==> src/rtl/lcra_seq_adder_ctrl_if.sv <==
// Request/result bundle for lcra_seq_adder_ctrl: operand handshake in, result handshake out.
// Optional macro LCRA_SUB_EN adds the sub_in request field.
interface lcra_seq_adder_ctrl_if #(
    parameter int WORDS = 4
);
    localparam int W = 16 * WORDS;

    logic         start_in;
    logic         ready_out;
    logic [W-1:0] A_in;
    logic [W-1:0] B_in;
    logic         C_in;
`ifdef LCRA_SUB_EN
    logic         sub_in;
`endif
    logic [W-1:0] S_out;
    logic         C_out;
    logic         OVF_out;
    logic         valid_out;
    logic         ready_in;
    logic         busy_out;

`ifdef LCRA_SUB_EN
    modport master (
        output start_in, A_in, B_in, C_in, sub_in, ready_in,
        input  ready_out, S_out, C_out, OVF_out, valid_out, busy_out
    );
    modport slave (
        input  start_in, A_in, B_in, C_in, sub_in, ready_in,
        output ready_out, S_out, C_out, OVF_out, valid_out, busy_out
    );
`else
    modport master (
        output start_in, A_in, B_in, C_in, ready_in,
        input  ready_out, S_out, C_out, OVF_out, valid_out, busy_out
    );
    modport slave (
        input  start_in, A_in, B_in, C_in, ready_in,
        output ready_out, S_out, C_out, OVF_out, valid_out, busy_out
    );
`endif
endinterface

==> src/rtl/lcra_seq_adder_ctrl.sv <==
// Multi-word adder sequencer: one shared 16-bit Ling ripple slice, LSB slice first, carry chained in a register.
// Optional macro LCRA_SUB_EN enables subtract mode (B inverted, carry-in inverted).
module LCRA_16 (
    input  logic [15:0] A,
    input  logic [15:0] B,
    input  logic        C_in,
    output logic [15:0] S,
    output logic        C_out,
    output logic        G_out,
    output logic        P_out
);
    logic [15:0] g;
    logic [15:0] t;
    logic        c;
    logic        cg;
    logic        h;
    logic        hg;

    assign g = A & B;
    assign t = A | B;

    // Ling pseudo-carry h = g | c; the true carry out of bit i is t[i] & h.
    always_comb begin
        S  = '0;
        c  = C_in;
        cg = 1'b0;
        h  = 1'b0;
        hg = 1'b0;
        for (int i = 0; i < 16; i++) begin
            S[i] = A[i] ^ B[i] ^ c;
            h    = g[i] | c;
            hg   = g[i] | cg;
            c    = t[i] & h;
            cg   = t[i] & hg;
        end
        C_out = c;
        G_out = cg;
        P_out = &t;
    end
endmodule

module lcra_seq_adder_ctrl #(
    parameter int WORDS = 4
) (
    input logic                 clk_in,
    input logic                 rst_n_in,
    lcra_seq_adder_ctrl_if.slave bus
);
    localparam int W  = 16 * WORDS;
    localparam int KW = $clog2(WORDS);

    typedef enum logic [1:0] {IDLE, RUN, DONE} state_t;

    state_t        state_q, state_d;
    logic [KW-1:0] k_q, k_d;
    logic          carry_q, carry_d;
    logic [W-1:0]  a_q, a_d;
    logic [W-1:0]  b_q, b_d;
    logic [W-1:0]  s_q, s_d;
    logic          cout_q, cout_d;
    logic          ovf_q, ovf_d;

    logic          ready;
    logic          valid;
    logic          busy;
    logic [W-1:0]  b_prep;
    logic          c_prep;
    logic [15:0]   slice_a;
    logic [15:0]   slice_b;
    logic [15:0]   slice_s;
    logic          slice_c;
    logic          lcra_g_unused;
    logic          lcra_p_unused;

`ifdef LCRA_SUB_EN
    assign b_prep = bus.sub_in ? ~bus.B_in : bus.B_in;
    assign c_prep = bus.sub_in ? ~bus.C_in : bus.C_in;
`else
    assign b_prep = bus.B_in;
    assign c_prep = bus.C_in;
`endif

    assign slice_a = a_q[{k_q, 4'b0000} +: 16];
    assign slice_b = b_q[{k_q, 4'b0000} +: 16];

    LCRA_16 u_lcra (
        .A     (slice_a),
        .B     (slice_b),
        .C_in  (carry_q),
        .S     (slice_s),
        .C_out (slice_c),
        .G_out (lcra_g_unused),
        .P_out (lcra_p_unused)
    );

    always_comb begin
        state_d = state_q;
        k_d     = k_q;
        carry_d = carry_q;
        a_d     = a_q;
        b_d     = b_q;
        s_d     = s_q;
        cout_d  = cout_q;
        ovf_d   = ovf_q;
        ready   = 1'b0;
        valid   = 1'b0;
        busy    = 1'b0;
        case (state_q)
            IDLE: begin
                ready = 1'b1;
                if (bus.start_in) begin
                    a_d     = bus.A_in;
                    b_d     = b_prep;
                    carry_d = c_prep;
                    k_d     = '0;
                    state_d = RUN;
                end
            end
            RUN: begin
                busy                      = 1'b1;
                s_d[{k_q, 4'b0000} +: 16] = slice_s;
                carry_d                   = slice_c;
                k_d                       = k_q + 1'b1;
                if (k_q == KW'(WORDS - 1)) begin
                    cout_d  = slice_c;
                    ovf_d   = (a_q[W-1] == b_q[W-1]) && (slice_s[15] != a_q[W-1]);
                    state_d = DONE;
                end
            end
            DONE: begin
                busy  = 1'b1;
                valid = 1'b1;
                if (bus.ready_in) begin
                    state_d = IDLE;
                end
            end
            default: state_d = IDLE;
        endcase
    end

    // Latched operands need no reset: they are always reloaded on accept before use.
    always_ff @(posedge clk_in) begin
        if (!rst_n_in) begin
            state_q <= IDLE;
            k_q     <= '0;
            carry_q <= 1'b0;
            s_q     <= '0;
            cout_q  <= 1'b0;
            ovf_q   <= 1'b0;
        end else begin
            state_q <= state_d;
            k_q     <= k_d;
            carry_q <= carry_d;
            s_q     <= s_d;
            cout_q  <= cout_d;
            ovf_q   <= ovf_d;
        end
        a_q <= a_d;
        b_q <= b_d;
    end

    assign bus.ready_out = ready;
    assign bus.valid_out = valid;
    assign bus.busy_out  = busy;
    assign bus.S_out     = s_q;
    assign bus.C_out     = cout_q;
    assign bus.OVF_out   = ovf_q;
endmodule

==> src/flat_wrapper.sv <==
// flat-port wrapper written by rule: the top's interface ports become plain ports
module lcra_seq_adder_ctrl_flat 
#(
    parameter int WORDS = 4
)
  (clk_in, rst_n_in, bus_start_in, bus_A_in, bus_B_in, bus_C_in, bus_ready_in, bus_ready_out, bus_S_out, bus_C_out, bus_OVF_out, bus_valid_out, bus_busy_out);
  lcra_seq_adder_ctrl_if #(.WORDS(WORDS)) bus_i ();
  input logic clk_in;
  input logic rst_n_in;
  input wire logic [$bits(bus_i.start_in)-1:0] bus_start_in;
  input wire logic [$bits(bus_i.A_in)-1:0] bus_A_in;
  input wire logic [$bits(bus_i.B_in)-1:0] bus_B_in;
  input wire logic [$bits(bus_i.C_in)-1:0] bus_C_in;
  input wire logic [$bits(bus_i.ready_in)-1:0] bus_ready_in;
  output wire logic [$bits(bus_i.ready_out)-1:0] bus_ready_out;
  output wire logic [$bits(bus_i.S_out)-1:0] bus_S_out;
  output wire logic [$bits(bus_i.C_out)-1:0] bus_C_out;
  output wire logic [$bits(bus_i.OVF_out)-1:0] bus_OVF_out;
  output wire logic [$bits(bus_i.valid_out)-1:0] bus_valid_out;
  output wire logic [$bits(bus_i.busy_out)-1:0] bus_busy_out;
  assign bus_i.start_in = bus_start_in;
  assign bus_i.A_in = bus_A_in;
  assign bus_i.B_in = bus_B_in;
  assign bus_i.C_in = bus_C_in;
  assign bus_i.ready_in = bus_ready_in;
  assign bus_ready_out = bus_i.ready_out;
  assign bus_S_out = bus_i.S_out;
  assign bus_C_out = bus_i.C_out;
  assign bus_OVF_out = bus_i.OVF_out;
  assign bus_valid_out = bus_i.valid_out;
  assign bus_busy_out = bus_i.busy_out;
  lcra_seq_adder_ctrl #(.WORDS(WORDS)) u_core (.clk_in(clk_in), .rst_n_in(rst_n_in), .bus(bus_i));
endmodule
==> config.mk <==
export PLATFORM = sky130hd
export DESIGN_NAME = lcra_seq_adder_ctrl_flat
export DESIGN_NICKNAME = d
export VERILOG_FILES = /design/src/rtl/lcra_seq_adder_ctrl_if.sv /design/src/rtl/lcra_seq_adder_ctrl.sv /design/src/flat_wrapper.sv
export SDC_FILE = /design/constraint.sdc
export NUM_CORES = 1
export LEC_CHECK = 0
export CAP_MARGIN = 20
export CORE_ASPECT_RATIO = 0.7
export CORE_MARGIN = 1
export CORE_UTILIZATION = 25
export CTS_CLUSTER_SIZE = 8
export DETAILED_ROUTE_END_ITERATION = 10
export GPL_TIMING_DRIVEN = 0
export SYNTH_ARGS = -nofsm -noshare
export SYNTH_HDL_FRONTEND = slang
export SYNTH_HIERARCHICAL = 1
export SYNTH_SLANG_ARGS = --single-unit
export TNS_END_PERCENT = 1
==> constraint.sdc <==
create_clock -name clk_in -period 20.8 [get_ports clk_in]
set_input_delay 4.16 -clock clk_in [delete_from_list [all_inputs] [get_ports clk_in]]
set_output_delay 4.16 -clock clk_in [all_outputs]
set_load 0.005 [all_outputs]
==> run_results.csv, run 1 <==
group,metric,value,unit
cts,clk_path_buf_depth,2,
synthesis,synth_nets,617,
setup_path,critical_path_class,"flip-flop to flip-flop",
cts,clk_pin_slew,0.08,ns
sta,skew,0.0132,ns
final_layout,area_growth,41.0,%
grt,grt.total_usage,13.7,%
synthesis,netlist_instances,460,
floorplanning,die_w,212,um
setup_path,critPathMaxStageDelay,0.70,ns
route,drt_pass1_iterations,4,
final_layout,num-nets-final,838,
setup_path,cp_data_arrival_time,10.03,ns
setup_path,worst_path_most_repeated_cell,"fa_1",
route,post_drt_wl_per_cell,18.8,um
sta,finalCritPeriodShare,46.4,%
cts,cts.sinks,199,
floorplanning,fp-row-count,53,
floorplanning,ioPinCount,202,
cts,clk_latency,0.44,ns
floorplanning,die_area,31700,sq um
floorplanning,die_y,149,um
sta,drv_slew,0,
status,status,"finished clean",
place,hpwl,15700,um
floorplanning,core-area,30200,sq um
cts,cts_buffers,17,
cts,holdBufCountCts,0,
grt,grt_pass1_wl,30800,um
grt,grt_start_max_net_pins,72,
sta,rsz0062_at_grt,"no",
cts,cts_root_buf,"clkbuf_16",
setup_path,crit_slowest_cell,"clkbuf_1",
sta,worstMarginPinSlew,0.891,ns
grt,overflow,0,
sta,hold_violations,0,
sta,period_minus_slack,9.65,ns
setup_path,end_kind,"flip-flop",
setup_path,path_buf_inv,4,
cts,cts_tree,"built",
power,leakage,3.65,nW
sta,setup_viol,0,
route,wl,20800,um
sta,fmax,0.104,GHz
place,place.gp.congestion,0.765,
floorplanning,start_util,25.6,%
setup_path,start_kind,"flip-flop",
route,drtIter0Drc,249,
synthesis,ys.warnings.count,6,
route,drtAntennaViolNets,0,
route,drc,0,
final_layout,post-route-util,36.1,%
sta,hold_ws,0.458,ns
route,vias_per_cell,4.24,
cts,ctsResizeCount,0,
cts,h-tree-depth,4,
grt,antenna_found_initial,3,
route,num_vias,4698,
setup_path,required,21.18,ns
power,pwr_density_cell,120,nW/um^2
grt,grt_pass1_vias,4819,
setup_path,crit_family,"adder cells",
power,irDropWorstVdd,0.0000571,V
synthesis,avgSynthCellArea,16.8,sq um
run,maxCapViolCount,0,
setup_path,cp_max_fo,10,
synthesis,syn_area,7740,sq um
power,p_total,1.31,mW
worst_hold_path,hp-class,"flip-flop to flip-flop",
sta,relSlewSlack,40.6,%
place,io_buffers,201,
cts,cts_setup_buffers,0,
setup_path,path_cells,"clkbuf_1 -> clkbuf_1 -> mux4_2 -> fa_1 -> fa_1 -> fa_1 -> fa_1 -> fa_1 -> fa_1 -> fa_1 -> fa_1 -> fa_1 -> fa_1 -> fa_1 -> fa_1 -> fa_1 -> fa_1 -> fa_1 -> inv_1 -> fa_1 -> inv_1 -> or3b_2 -> a31oi_1",
final_layout,drive_above_1_share,13.8,%
sta,finalSetupTns,0,ns
==> through the flow <==
| stage | instances | cell area [sq um] | setup WS [ns] |
|---|---|---|---|
| 3_3_place_gp | 1073 | 10300 | 10.97 |
| 5_1_grt | 1106 | 10900 | 10.71 |
| 6_report | 1108 | 10900 | 11.15 |
| 2_1_floorplan | 460 | 7740 | 12.46 |
| 4_1_cts | 1106 | 10900 | 10.93 |
| 3_5_place_dp | 1074 | 10300 | 10.93 |
==> registers in the layout, summed over array words and instances, names as in the netlist <==
register,cells
u_core/a_q,64
u_core/b_q,64
u_core/bus.C_out,1
u_core/bus.OVF_out,1
u_core/bus.S_out,64
u_core/carry_q,1
u_core/k_q,2
u_core/state_q,2
==> power breakdown <==
part | internal, mW | switching (mW)
sequential | 0.505 | 0.0226
combinational | 0.176 | 0.253
clock | 0.193 | 0.160
total | 0.874 | 0.435
==> final timing paths <==
check	from	slack, ns	depth (start not counted)	end
hold / removal	u_core/bus.S_out[14]	0.46	2	u_core/bus.S_out[14]
setup / recovery	u_core/k_q[1]	11.15	23	u_core/bus.OVF_out
hold reg to reg	u_core/bus.S_out[14]	0.46	2	u_core/bus.S_out[14]
setup reg to reg	u_core/k_q[1]	11.15	23	u_core/bus.OVF_out
==> worst min-delay path, delay by kind of cell (launching register included) <==
family          cells  cell delay (ns)
flops               1             0.31
compound gates      1             0.05
simple gates        1             0.05
==> layout by cell type, fill, tap and decap left out, types with 5 or more instances in the layout <==
cell and instances:
clkbuf_16 17, ha_1 8, a22o_1 22, mux4_2 32
nand4_1 16, a21boi_1 13, nand2_1 44, dfxtp_1 71
clkdlybuf4s50_1 201, buf_4 5, inv_1 11, a22o_2 10
edfxtp_1 128, fa_1 16, a21boi_0 23, clkbuf_1 12
nand3_1 17, buf_2 7
==> cell type report <==
class	instances	area (sq um)
Antenna cell	2	5.00
Buffer	27	151
Clock buffer	17	425
Clock inverter	15	188
Fill cell	2920	19300
Inverter	11	41.3
Multi-Input combinational cell	223	2290
Sequential cell	199	5270
Tap cell	412	515
Timing Repair Buffer	202	2040
==> routing by layer <==
metal  up-vias  track usage, %  part of all wire [%]  wire (um)
li1       2216               -                     -          -
met3        16            4.38                   6.6       1380
met5         -               0                 0.062         13
met2       157            20.2                    43       8990
met1      2307            19.2                    49      10300
met4         2            3.45                  0.85        178
Power figures use the tool's default switching activity.
==> inputs of run 2 (changes only) <==
==> constraint.sdc (replaced) <==
create_clock -name clk_in -period 7.79 [get_ports clk_in]
set_input_delay 1.558 -clock clk_in [delete_from_list [all_inputs] [get_ports clk_in]]
set_output_delay 1.558 -clock clk_in [all_outputs]
set_load 0.005 [all_outputs]
==> run_results.csv, run 2 (synthesized netlist as in run 1, its figures left out) <==
group,metric,value,unit
sta,period_minus_slack,7.79,ns
place,hpwl,16000,um
route,num_vias,4690,
setup_path,end_kind,"flip-flop",
route,drc,0,
sta,worstMarginPinSlew,0.740,ns
cts,cts.sinks,199,
cts,cts_tree,"built",
setup_path,cp_max_fo,4,
setup_path,timing.rr.start,"u_core/k_q[0]",
sta,fmax,0.128,GHz
worst_hold_path,hp-class,"flip-flop to flip-flop",
cts,clk_path_buf_depth,2,
route,highest_layer,"met5",
grt,antenna_found_initial,3,
place,post-place-ws,-1.25,ns
route,drtIter0Drc,287,
floorplanning,core-area,30200,sq um
route,wl_met1,10100,um
sta,setup_viol,0,
cts,clk_latency,0.45,ns
floorplanning,die_y,149,um
grt,overflow,0,
cts,cts_buffers,17,
final_layout,final_common_cell,"clkdlybuf4s50_1",
final_layout,drive_above_1_share,17.5,%
cts,clk_pin_slew,0.08,ns
route,vias_per_cell,4.22,
final_layout,ff_latch_area,5270,sq um
setup_path,cp_data_arrival_time,8.16,ns
sta,drv_slew,0,
route,drtAntennaViolNets,0,
power,p_total,3.50,mW
final_layout,final_cell_mix,"clkdlybuf4s50_1, edfxtp_1, dfxtp_1",
setup_path,critical_path_class,"flip-flop to flip-flop",
grt,grt.total_usage,13.9,%
sta,rsz0062_at_grt,"yes",
power,pwr_density_cell,318,nW/um^2
sta,fin_ws,0.00311,ns
sta,hold_violations,0,
final_layout,num-nets-final,843,
route,post_drt_wl_per_cell,19.1,um
floorplanning,ioPinCount,202,
grt,grt_pass1_wl,31200,um
place,place.gp.congestion,0.727,
worst_hold_path,hp-start,"u_core/bus.S_out[8]",
setup_path,required,8.17,ns
sta,hold_ws,0.457,ns
route,wl_met3,1480,um
setup_path,setup.worst_path.start,"u_core/k_q[0]",
sta,skew,0.0225,ns
route,wl,21200,um
floorplanning,start_util,25.6,%
place,io_buffers,201,
cts,h-tree-depth,4,
grt,grt_start_max_net_pins,65,
power,leakage,3.67,nW
route,drt_pass1_iterations,4,
cts,holdBufCountCts,0,
final_layout,multi_input_area,2330,sq um
run,maxCapViolCount,0,
setup_path,start_kind,"flip-flop",
floorplanning,die_area,31700,sq um
power,irDropWorstVdd,0.000142,V
status,status,"finished clean",
grt,grt_pass1_vias,4902,
sta,relSlewSlack,50.7,%
final_layout,post-route-util,36.5,%
floorplanning,fp-row-count,53,
final_layout,fillers,2912,
sta,finalCritPeriodShare,100,%
floorplanning,die_w,212,um
route,wl_met2,9440,um
final_layout,area_growth,42.4,%
cts,cts_root_buf,"clkbuf_16",
## run 2: cell count changes in the layout (fill, tap and decap cells not counted), moves of 3 or more
| cell | change |
|---|---|
| buf_12 | +4 |
| bufinv_16 | -3 |
| fa_1 | -15 |
| fa_2 | +15 |
| inv_8 | +3 |
## run 2: power by group
group	internal (mW)	switching (mW)	total (mW)	leakage (nW)
Clock	0.423	0.439	0.863	0.273
Sequential	1.35	0.0625	1.41	1.80
Combinational	0.550	0.679	1.23	1.60
## run 2: layout make-up
cell class	count	share of cell area [%]
clock inverters	15	1.19
diodes	1	0.0227
flip-flops and latches	199	47.8
plain buffers	27	2.01
multi-input cells	223	21.1
clock buffers	17	3.86
well taps	412	4.68
inverters	11	0.374
repair buffers	207	19.0
## run 2: path summary, 6_finish.rpt
kind | endpoint | slack, ns | cells after the start
max | u_core/bus.OVF_out | 0.003 | 23
min | u_core/bus.S_out[8] | 0.46 | 2
max reg2reg | u_core/bus.OVF_out | 0.003 | 23
min reg2reg | u_core/bus.S_out[8] | 0.46 | 2
## run 2: repair_timing
item,4_1_cts,5_1_grt
setup endpoints to repair,14,3
setup buffers,4,0
gates resized for setup,21,1
pin swaps,1,1
## run 2: stage by stage
step	instances	cell area [sq um]	setup TNS (ns)
after floorplan	460	7790	0
after global placement	1073	10300	-7.68
after detailed placement	1075	10400	-7.87
after CTS	1111	11000	-0.0473
after global routing	1111	11000	-0.352
final	1112	11000	0
## run 2: critical path: stages, from the launching register on
cell and delay, ns:
dfxtp_4 0.38, buf_12 0.13, buf_12 0.11, mux4_2 0.57, fa_2 0.43, fa_2 0.36
fa_2 0.34, fa_2 0.34, fa_2 0.36, fa_2 0.35, fa_2 0.36, fa_2 0.37
fa_2 0.36, fa_2 0.38, fa_2 0.35, fa_2 0.35, fa_2 0.35, fa_2 0.36
fa_2 0.39, inv_2 0.07, fa_1 0.41, inv_2 0.07, or3b_4 0.36, a31oi_1 0.15
## run 2: metal layers
metal	up-vias	global-route usage, %
li1	2224	-
met1	2293	19.5
met4	2	3.35
met5	-	0
met2	156	20.6
met3	15	4.51
==> inputs of run 3 (changes only) <==
==> constraint.sdc (replaced) <==
create_clock -name clk_in -period 9.55 [get_ports clk_in]
set_input_delay 1.91 -clock clk_in [delete_from_list [all_inputs] [get_ports clk_in]]
set_output_delay 1.91 -clock clk_in [all_outputs]
set_load 0.005 [all_outputs]
==> run_results.csv, run 3 (synthesized netlist as in run 1, its figures left out) <==
group,metric,value,unit
route,post_drt_wl_per_cell,18.8,um
setup_path,required,9.93,ns
setup_path,worst-path-stages,23,
final_layout,drive_above_1_share,14.3,%
power,irDropWorstVdd,0.000125,V
worst_hold_path,hold_end,"u_core/bus.S_out[55]",
route,drc,0,
setup_path,path_cells,"buf_4 -> buf_6 -> mux4_2 -> fa_1 -> fa_1 -> fa_1 -> fa_1 -> fa_1 -> fa_1 -> fa_1 -> fa_1 -> fa_1 -> fa_1 -> fa_1 -> fa_1 -> fa_1 -> fa_1 -> fa_1 -> inv_1 -> fa_1 -> inv_2 -> or3b_2 -> a31oi_1",
final_layout,post-route-util,36.2,%
setup_path,timing.rr.start,"u_core/k_q[0]",
cts,cts_root_buf,"clkbuf_16",
power,pwr_density_cell,262,nW/um^2
sta,setup_viol,0,
route,drt_pass1_iterations,4,
final_layout,final_cell_mix,"clkdlybuf4s50_1, edfxtp_1, dfxtp_1",
sta,worstMarginPinSlew,0.887,ns
floorplanning,fp-row-count,53,
place,post-place-ws,-0.316,ns
setup_path,end_kind,"flip-flop",
route,vias_per_cell,4.23,
place,dpl_cell_area,10300,sq um
cts,cts.sinks,199,
worst_hold_path,hp-start,"u_core/bus.S_out[55]",
cts,clk_path_buf_depth,2,
route,wl,20800,um
grt,grt_start_max_net_pins,72,
floorplanning,core-area,30200,sq um
place,dp_cells,1074,
route,drtAntennaViolNets,0,
route,num_vias,4682,
sta,drv_slew,0,
worst_hold_path,worstHoldPathCells,2,
place,io_buffers,201,
cts,holdBufCountCts,0,
sta,skew,0.0135,ns
sta,period_minus_slack,9.14,ns
cts,cts_tree,"built",
setup_path,critical_path_class,"flip-flop to flip-flop",
cts,cts_buffers,17,
sta,rsz0062_at_grt,"no",
cts,cts_setup_buffers,0,
power,clkPwrFrac,26.9,%
grt,grt_pass1_wl,30800,um
final_layout,area_growth,41.2,%
final_layout,layoutNonFillerInstCount,1108,
place,place.gp.congestion,0.765,
setup_path,rr_endpoint,"u_core/bus.OVF_out",
grt,grt.total_usage,13.7,%
final_layout,final_common_cell,"clkdlybuf4s50_1",
final_layout,postLayoutCellArea,10900,sq um
run,maxCapViolCount,0,
floorplanning,die_y,149,um
power,leakage,3.66,nW
cts,h-tree-depth,4,
setup_path,reg2reg_slack,0.41,ns
setup_path,critPathMaxStageDelay,0.61,ns
setup_path,cp_max_fo,10,
floorplanning,ioPinCount,202,
setup_path,r2r_cells,23,
floorplanning,die_area,31700,sq um
setup_path,cp_data_arrival_time,9.51,ns
final_layout,fillers,2916,
sta,finalCritPeriodShare,95.7,%
power,p_total,2.86,mW
floorplanning,die_w,212,um
power,p_comb_share,32.9,%
setup_path,crit_slowest_cell,"mux4_2",
grt,antenna_found_initial,3,
place,hpwl,15700,um
power,p_sw,0.954,mW
sta,relSlewSlack,40.8,%
sta,fin_ws,0.412,ns
setup_path,worst_path_most_repeated_cell,"fa_1",
status,status,"finished clean",
route,drtIter0Drc,260,
grt,overflow,0,
final_layout,multi_input_area,2290,sq um
sta,fmax,0.109,GHz
final_layout,ff_latch_area,5270,sq um
power,netSwitchingFraction,33.3,%
setup_path,path_buf_inv,4,
sta,hold_violations,0,
floorplanning,start_util,25.6,%
power,p_int,1.91,mW
setup_path,crit_family,"adder cells",
grt,grt_pass1_vias,4824,
final_layout,num-nets-final,838,
cts,ctsResizeCount,2,
power,pwr-share-seq,40.2,%
setup_path,start_kind,"flip-flop",
cts,clk_latency,0.44,ns
worst_hold_path,hp-class,"flip-flop to flip-flop",
cts,clk_pin_slew,0.08,ns
-- run 3: cell types whose count changed in the layout (fill, tap and decap cells not counted), moves of 3 or more --
cell / before / now
fa_2: 15 / 0
buf_12: 4 / 0
buf_4: 7 / 4
fa_1: 1 / 16
bufinv_16: 0 / 3
inv_8: 6 / 3
-- run 3: through the flow --
stage	hold WS (ns)	TNS [ns]
after CTS	0.461	0
after floorplan	0.447	0
after global placement	0.441	-0.282
after global routing	0.483	0
final	0.458	0
after detailed placement	0.451	-0.365
-- run 3: worst max-delay path by stage --
stage / start / to / slack (ns)
6_report: u_core/k_q[0] / u_core/bus.OVF_out / 0.41
3_3_place_gp: u_core/k_q[1] / u_core/bus.OVF_out / -0.28
4_1_cts: u_core/k_q[0] / u_core/bus.OVF_out / 0.04
5_1_grt: u_core/k_q[0] / u_core/bus.OVF_out / 0.09
2_1_floorplan: u_core/k_q[0] / u_core/bus.OVF_out / 1.21
3_5_place_dp: u_core/k_q[1] / u_core/bus.OVF_out / -0.32
-- run 3: routing by layer --
metal | vias to the layer above | global-route usage [%] | share of wire, %
li1 | 2214 | - | -
met1 | 2294 | 19.2 | 49
met2 | 156 | 20.3 | 43
met3 | 16 | 4.38 | 7.2
met4 | 2 | 3.45 | 0.84
met5 | - | 0 | 0.062
-- run 3: area by class of cell --
cell class	instances	area share, %
Sequential cell	199	48.2
Tap cell	412	4.72
Inverter	11	0.378
Clock inverter	15	1.72
Antenna cell	2	0.0458
Buffer	27	1.50
Clock buffer	17	3.89
Multi-Input combinational cell	223	20.9
Timing Repair Buffer	202	18.7
-- run 3: tightest hold or removal path, cell delays in order (launching register included) --
cell	delay (ns)
dfxtp_1	0.32
nand2_1	0.05
a21boi_1	0.05
-- run 3: power by group through the flow --
stage                     sequential, mW  clock, mW  combinational [mW]
after floorplan                     1.17          0               0.504
after global placement              1.19          0               0.935
after detailed placement            1.17          0               0.955
after CTS                           1.15      0.791               0.959
after global routing                1.16      0.820                1.03
final                               1.15      0.769               0.943
